## src/rtl/fir_pkg.sv

```systemverilog
// Shared types and helpers for the FIR multiply-accumulate filter.
package fir_pkg;

    typedef enum logic [1:0] {
        IDLE = 2'd0,
        MAC  = 2'd1,
        DONE = 2'd2
    } state_t;

    // Result width that holds a full-precision sum of taps products without overflow.
    function automatic int unsigned acc_width(input int unsigned data_w,
                                              input int unsigned coef_w,
                                              input int unsigned taps);
        return data_w + coef_w + $clog2(taps);
    endfunction

endpackage

```

## src/rtl/fir_tap_mac.sv

```systemverilog
// Single signed multiplier feeding a clearable accumulator.
module fir_tap_mac #(
    parameter int unsigned DATA_W = 8,
    parameter int unsigned COEF_W = 8,
    parameter int unsigned ACC_W  = 19
) (
    input  logic              clk,
    input  logic              rst,
    input  logic              clr,
    input  logic              en,
    input  logic [DATA_W-1:0] x,
    input  logic [COEF_W-1:0] c,
    output logic [ACC_W-1:0]  acc
);

    localparam int unsigned PROD_W = DATA_W + COEF_W;

    logic signed [PROD_W-1:0] prod_c;

    assign prod_c = PROD_W'($signed(x)) * PROD_W'($signed(c));

    always_ff @(posedge clk) begin
        if (rst) begin
            acc <= '0;
        end else if (clr) begin
            acc <= '0;
        end else if (en) begin
            acc <= acc + ACC_W'(prod_c);
        end
    end

endmodule

```

## src/rtl/fir_mac_filter.sv

```systemverilog
// Time-multiplexed FIR filter: one sample in, TAPS serial MAC cycles, one result out.
module fir_mac_filter
    import fir_pkg::*;
#(
    parameter int unsigned DATA_W = 8,
    parameter int unsigned COEF_W = 8,
    parameter int unsigned TAPS   = 8,
    parameter int unsigned ACC_W  = acc_width(DATA_W, COEF_W, TAPS)
) (
    input  logic                    clk,
    input  logic                    rst,
    input  logic                    data_en,
    input  logic [DATA_W-1:0]       data,
    output logic                    ready,
    input  logic                    coef_we,
    input  logic [$clog2(TAPS)-1:0] coef_addr,
    input  logic [COEF_W-1:0]       coef_data,
    output logic [ACC_W-1:0]        result,
    output logic                    result_valid,
    output logic                    overrun
);

    localparam int unsigned IDX_W = $clog2(TAPS);
    localparam logic [IDX_W-1:0] LAST_IDX = IDX_W'(TAPS - 1);

    state_t            state, state_d;
    logic [IDX_W-1:0]  idx, idx_d;
    logic              accept_c, drop_c, mac_en_c, done_c;

    logic [DATA_W-1:0] xline [TAPS];
    logic [COEF_W-1:0] coef  [TAPS];
    logic [ACC_W-1:0]  acc;

    // Next-state and control decode.
    always_comb begin
        state_d  = state;
        idx_d    = idx;
        accept_c = 1'b0;
        drop_c   = 1'b0;
        mac_en_c = 1'b0;
        done_c   = 1'b0;
        case (state)
            IDLE: begin
                if (data_en) begin
                    accept_c = 1'b1;
                    state_d  = MAC;
                    idx_d    = '0;
                end
            end
            MAC: begin
                mac_en_c = 1'b1;
                drop_c   = data_en;
                if (idx == LAST_IDX) begin
                    state_d = DONE;
                end else begin
                    idx_d = idx + IDX_W'(1);
                end
            end
            DONE: begin
                done_c  = 1'b1;
                drop_c  = data_en;
                state_d = IDLE;
            end
            default: begin
                state_d = IDLE;
            end
        endcase
    end

    always_ff @(posedge clk) begin
        if (rst) begin
            state <= IDLE;
            idx   <= '0;
            ready <= 1'b1;
        end else begin
            state <= state_d;
            idx   <= idx_d;
            ready <= (state_d == IDLE);
        end
    end

    // Delay line, coefficient store and registered outputs.
    always_ff @(posedge clk) begin
        if (rst) begin
            result       <= '0;
            result_valid <= 1'b0;
            overrun      <= 1'b0;
            for (int k = 0; k < int'(TAPS); k++) begin
                xline[k] <= '0;
                if (k == 0) begin
                    coef[k] <= COEF_W'(1);
                end else begin
                    coef[k] <= '0;
                end
            end
        end else begin
            result_valid <= done_c;
            if (done_c) begin
                result <= acc;
            end
            if (drop_c) begin
                overrun <= 1'b1;
            end
            if (accept_c) begin
                xline[0] <= data;
                for (int k = 1; k < int'(TAPS); k++) begin
                    xline[k] <= xline[k-1];
                end
            end
            // Writes land before the first MAC cycle, so a same-edge write applies to that sample.
            if (coef_we && ready) begin
                coef[coef_addr] <= coef_data;
            end
        end
    end

    fir_tap_mac #(
        .DATA_W (DATA_W),
        .COEF_W (COEF_W),
        .ACC_W  (ACC_W)
    ) u_mac (
        .clk (clk),
        .rst (rst),
        .clr (accept_c),
        .en  (mac_en_c),
        .x   (xline[idx]),
        .c   (coef[idx]),
        .acc (acc)
    );

endmodule

```

## config.mk

```make
export PLATFORM = sky130hd
export DESIGN_NAME = fir_mac_filter
export DESIGN_NICKNAME = d
export VERILOG_FILES = /design/src/rtl/fir_pkg.sv /design/src/rtl/fir_tap_mac.sv /design/src/rtl/fir_mac_filter.sv
export SDC_FILE = /design/constraint.sdc
export NUM_CORES = 1
export LEC_CHECK = 0
export CAP_MARGIN = 5
export CORE_UTILIZATION = 45
export CTS_CLUSTER_SIZE = 12
export DETAILED_ROUTE_END_ITERATION = 10
export HOLD_SLACK_MARGIN = 0.06
export RECOVER_POWER = 25
export SYNTH_ARGS = -nofsm -noshare
export SYNTH_HDL_FRONTEND = slang
export SYNTH_SLANG_ARGS = --single-unit
export TNS_END_PERCENT = 5
```

## constraint.sdc

```tcl
create_clock -name clk -period 9.5 [get_ports clk]
set_input_delay 0.95 -clock clk [delete_from_list [all_inputs] [get_ports clk]]
set_output_delay 0.95 -clock clk [all_outputs]
set_load 0.005 [all_outputs]
```

==> impl_metrics.env <==
export IMPL_post_synth_instance_area_sq_um=10900
export IMPL_drt_drc=0
export IMPL_place_detailed_instances=1270
export IMPL_ctsLongestPathBuffers=2
export IMPL_min_period_ns=7.97
export IMPL_cts_repair_resized=0
export IMPL_initial_core_util_pct=46.1
export IMPL_grt_setup_unrepaired="false"
export IMPL_detailroute_via_count=6726
export IMPL_wire_length_of_the_first_global_routing_pass_mm=35.6
export IMPL_pwr_density_cell_nw_per_um2=225
export IMPL_areaGrowthSynthToFinish_pct=12.8
export IMPL_timing_final_hold_violations=0
export IMPL_r2r_setup_slack_ns=1.53
export IMPL_totalWireLength_mm=21.4
export IMPL_io_buffer_count=44
export IMPL_cts_setup_buffers=0
export IMPL_ff2ff_path_depth=25
export IMPL_fp_dieW_um=157
export IMPL_die_area_sq_um=24700
export IMPL_worst_skew_pair_late_latency_ns=0.44
export IMPL_post_synth_mux_area_share_pct=10.8
export IMPL_number_of_antenna_violations_at_the_first_check_in_global_routing=0
export IMPL_outcome="finished, violations left"
export IMPL_synthTopCellsByCount="edfxtp_1 (128), and2_1 (113), inv_1 (94), nor2_1 (93), fa_1 (56)"
export IMPL_layout_drive_gt1_share_pct=11.0
export IMPL_ios=45
export IMPL_fp_coreArea_sq_um=23500
export IMPL_crit_type="reg -> reg"
export IMPL_placed_cell_area_sq_um=11600
export IMPL_tightest_hold_check_type="reg -> reg"
export IMPL_initialDrtViolationCount=339
export IMPL_grt_start_max_net_pins=76
export IMPL_finish_instance_area_sq_um=12200
export IMPL_hpwlAfterDp_mm=15.3
export IMPL_fillerInstances=2099
export IMPL_yosysWarningCount=0
export IMPL_grt_pass1_vias=6858
export IMPL_static_leakage_power_nw=4.82
export IMPL_netlist_top_cells_area="edfxtp_1 (35%), fa_1 (10%), dfxtp_1 (9.0%)"
export IMPL_placementRows=56
export IMPL_detail_route_vias_per_cell=5.17
export IMPL_gr_usage_all_layers_pct=18.8
export IMPL_post_synth_top_area_cell="edfxtp_1"
export IMPL_place_congestion=0.841
export IMPL_final_global_route_overflow_total=0
export IMPL_async_set_or_reset_flop_fraction_in_the_synthesized_netlist_pct=0
export IMPL_syn_inst=927
export IMPL_synth_top_family_by_area="adder cells"
export IMPL_worstPathMaxFanout=18
export IMPL_peakVddDrop_mv=0.111
export IMPL_area_share_of_the_leading_cell_type_in_the_synthesized_netlist_pct=35.4
export IMPL_synth_fa_ha_area_share_pct=16.4
export IMPL_fmax_mhz=125
export IMPL_mappedNetlistNets=1059
export IMPL_cp_data_required_time_ns=9.88
export IMPL_synth_edff_count=128
export IMPL_cts_hold_buffers=0
export IMPL_stdcell_count=1302
export IMPL_synth_cell_types=56
export IMPL_tritoncts="done"
export IMPL_report_final_setup_viol=0
export IMPL_cts_buffers=17
export IMPL_crit_path_start_kind="register"
export IMPL_htree_levels=4
export IMPL_footprint_of_the_multi_input_gates_sq_um=5550
export IMPL_clk_root_buffer_cell="clkbuf_16"
export IMPL_floorplan_die_height_um=157
export IMPL_max_slew_margin_pct=-75.0
export IMPL_fraction_of_the_yosys_area_taken_by_sequential_cells_pct=44.5
export IMPL_worst_hold_path_num_cells=2
export IMPL_layout_area_seq_sq_um=4830
export IMPL_rr_endpoint="u_mac.acc[18]$_SDFFE_PP0P_"
export IMPL_violations="max-capacitance violations, max-slew violations"
export IMPL_finalSetupTns_ns=0
export IMPL_critical_path_endpoint="u_mac.acc[18]$_SDFFE_PP0P_"
export IMPL_max_cap_viol_count=2
export IMPL_cp_end_kind="register"
export IMPL_clock_sinks=177
export IMPL_ys_seq_elements=177
export IMPL_synth_compound_area_share_pct=5.41
export IMPL_firstDrtPassIters=5
export IMPL_synth_xor_area_share_pct=2.14
export IMPL_timing_critical_path_arrival_ns=8.35
export IMPL_finalNetCount=1102
export IMPL_synth_most_common_cell="edfxtp_1"
export IMPL_finalClockSkew_ns=0.0178
export IMPL_insertedDiodeCount=0
export IMPL_avgRoutedWirePerCell_um=16.4
export IMPL_avgSynthCellArea_sq_um=11.7
export IMPL_synthesized_area_fraction_occupied_by_and_or_nand_nor_cells_pct=16.4
export IMPL_path_clk_slew_ns=0.08
export IMPL_actual_slew_at_the_worst_max_slew_pin_ns=2.63
export IMPL_detail_route_antenna_nets=0
export IMPL_timing_final_max_slew_violations=104
export IMPL_period_share_pct=83.9
export IMPL_ys_flop_type="edfxtp_1"
-- registers in the layout, summed over array words and instances, names as in the netlist, named ones only --
name	count
coef	64
xline	64
result	19
u_mac.acc	19
idx	3
state	2
overrun	1
ready	1
result_valid	1
-- cells by family after synthesis --
group / count (synthesis)
and+or+nand+nor: 328
DFF: 177
buffers and inverters: 124
adders and majority gates: 109
AOI/OAI and AO/OA: 87
muxes: 77
xor gates and xnor gates: 25
-- final cells by class --
cell class,instances,share of cell area (%)
clock buffers,17,3.48
clock inverters,15,1.43
well taps,319,3.26
multi-input cells,626,45.4
repair buffers,54,4.11
inverters,94,2.88
flip-flops and latches,177,39.4
-- report_power, final --
| part | switching [W] | total, W | internal [W] |
|---|---|---|---|
| combinational | 0.000641 | 0.00111 | 0.000474 |
| sequential | 0.0000363 | 0.000921 | 0.000884 |
| clock | 0.000360 | 0.000717 | 0.000358 |
-- layout by cell type (no fill, tap or decap), types with 27 or more instances in the layout --
cell type and count:
and2_1 98, ha_1 53, fa_1 56, inv_1 93
edfxtp_1 128, nor2_1 92, nor2b_1 27, mux2i_1 45
dfxtp_1 48, clkdlybuf4s50_1 43, mux4_2 32
-- critical path, cell delays in order (launching register included) --
cell      delay [ns]
dfxtp_2         0.75
buf_4           0.41
mux4_2          0.53
mux2i_1         0.59
nand2b_1        0.18
fa_1            0.54
fa_1            0.54
inv_1           0.05
fa_1            0.52
inv_1           0.05
fa_1            0.52
inv_1           0.04
ha_1            0.33
a21oi_1         0.22
o21bai_1        0.09
a21oi_1         0.21
o21ai_0         0.20
o311ai_0        0.49
ha_1            0.40
o21a_1          0.20
o21a_1          0.16
o21a_1          0.16
o32ai_1         0.15
xnor3_1         0.29
a21oi_1         0.16
a31o_1          0.11
-- worst min path at each step --
stage	startpoint	endpoint	slack [ns]
after CTS	overrun$_SDFFE_PP0P_	overrun$_SDFFE_PP0P_	0.50
after detailed placement	result[12]$_SDFFE_PP0P_	result[12]$_SDFFE_PP0P_	0.48
after global routing	result[14]$_SDFFE_PP0P_	result[14]$_SDFFE_PP0P_	0.53
after floorplan	overrun$_SDFFE_PP0P_	overrun$_SDFFE_PP0P_	0.46
after global placement	overrun$_SDFFE_PP0P_	overrun$_SDFFE_PP0P_	0.46
final	overrun$_SDFFE_PP0P_	overrun$_SDFFE_PP0P_	0.49
-- stage by stage --
step / setup WS, ns / hold slack [ns] / util (%) / power (W)
after floorplan: 2.64 / 0.460 / - / 0.00182
after global placement: 1.58 / 0.458 / 49.5 / 0.00205
after detailed placement: 1.46 / 0.478 / 49.5 / 0.00207
after CTS: 1.42 / 0.496 / 52.0 / 0.00279
after global routing: 0.883 / 0.526 / 52.0 / 0.00296
final: 1.53 / 0.487 / 52.0 / 0.00275
-- per-layer routing --
layer	GRT usage, %	up-vias	part of all wire, %
li1	-	3271	-
met1	25.1	3345	48
met2	31.9	89	49
met3	2.48	21	2.1
met4	5.59	0	1.4
met5	0	-	0
No activity file was read; power rests on OpenSTA's default activity.
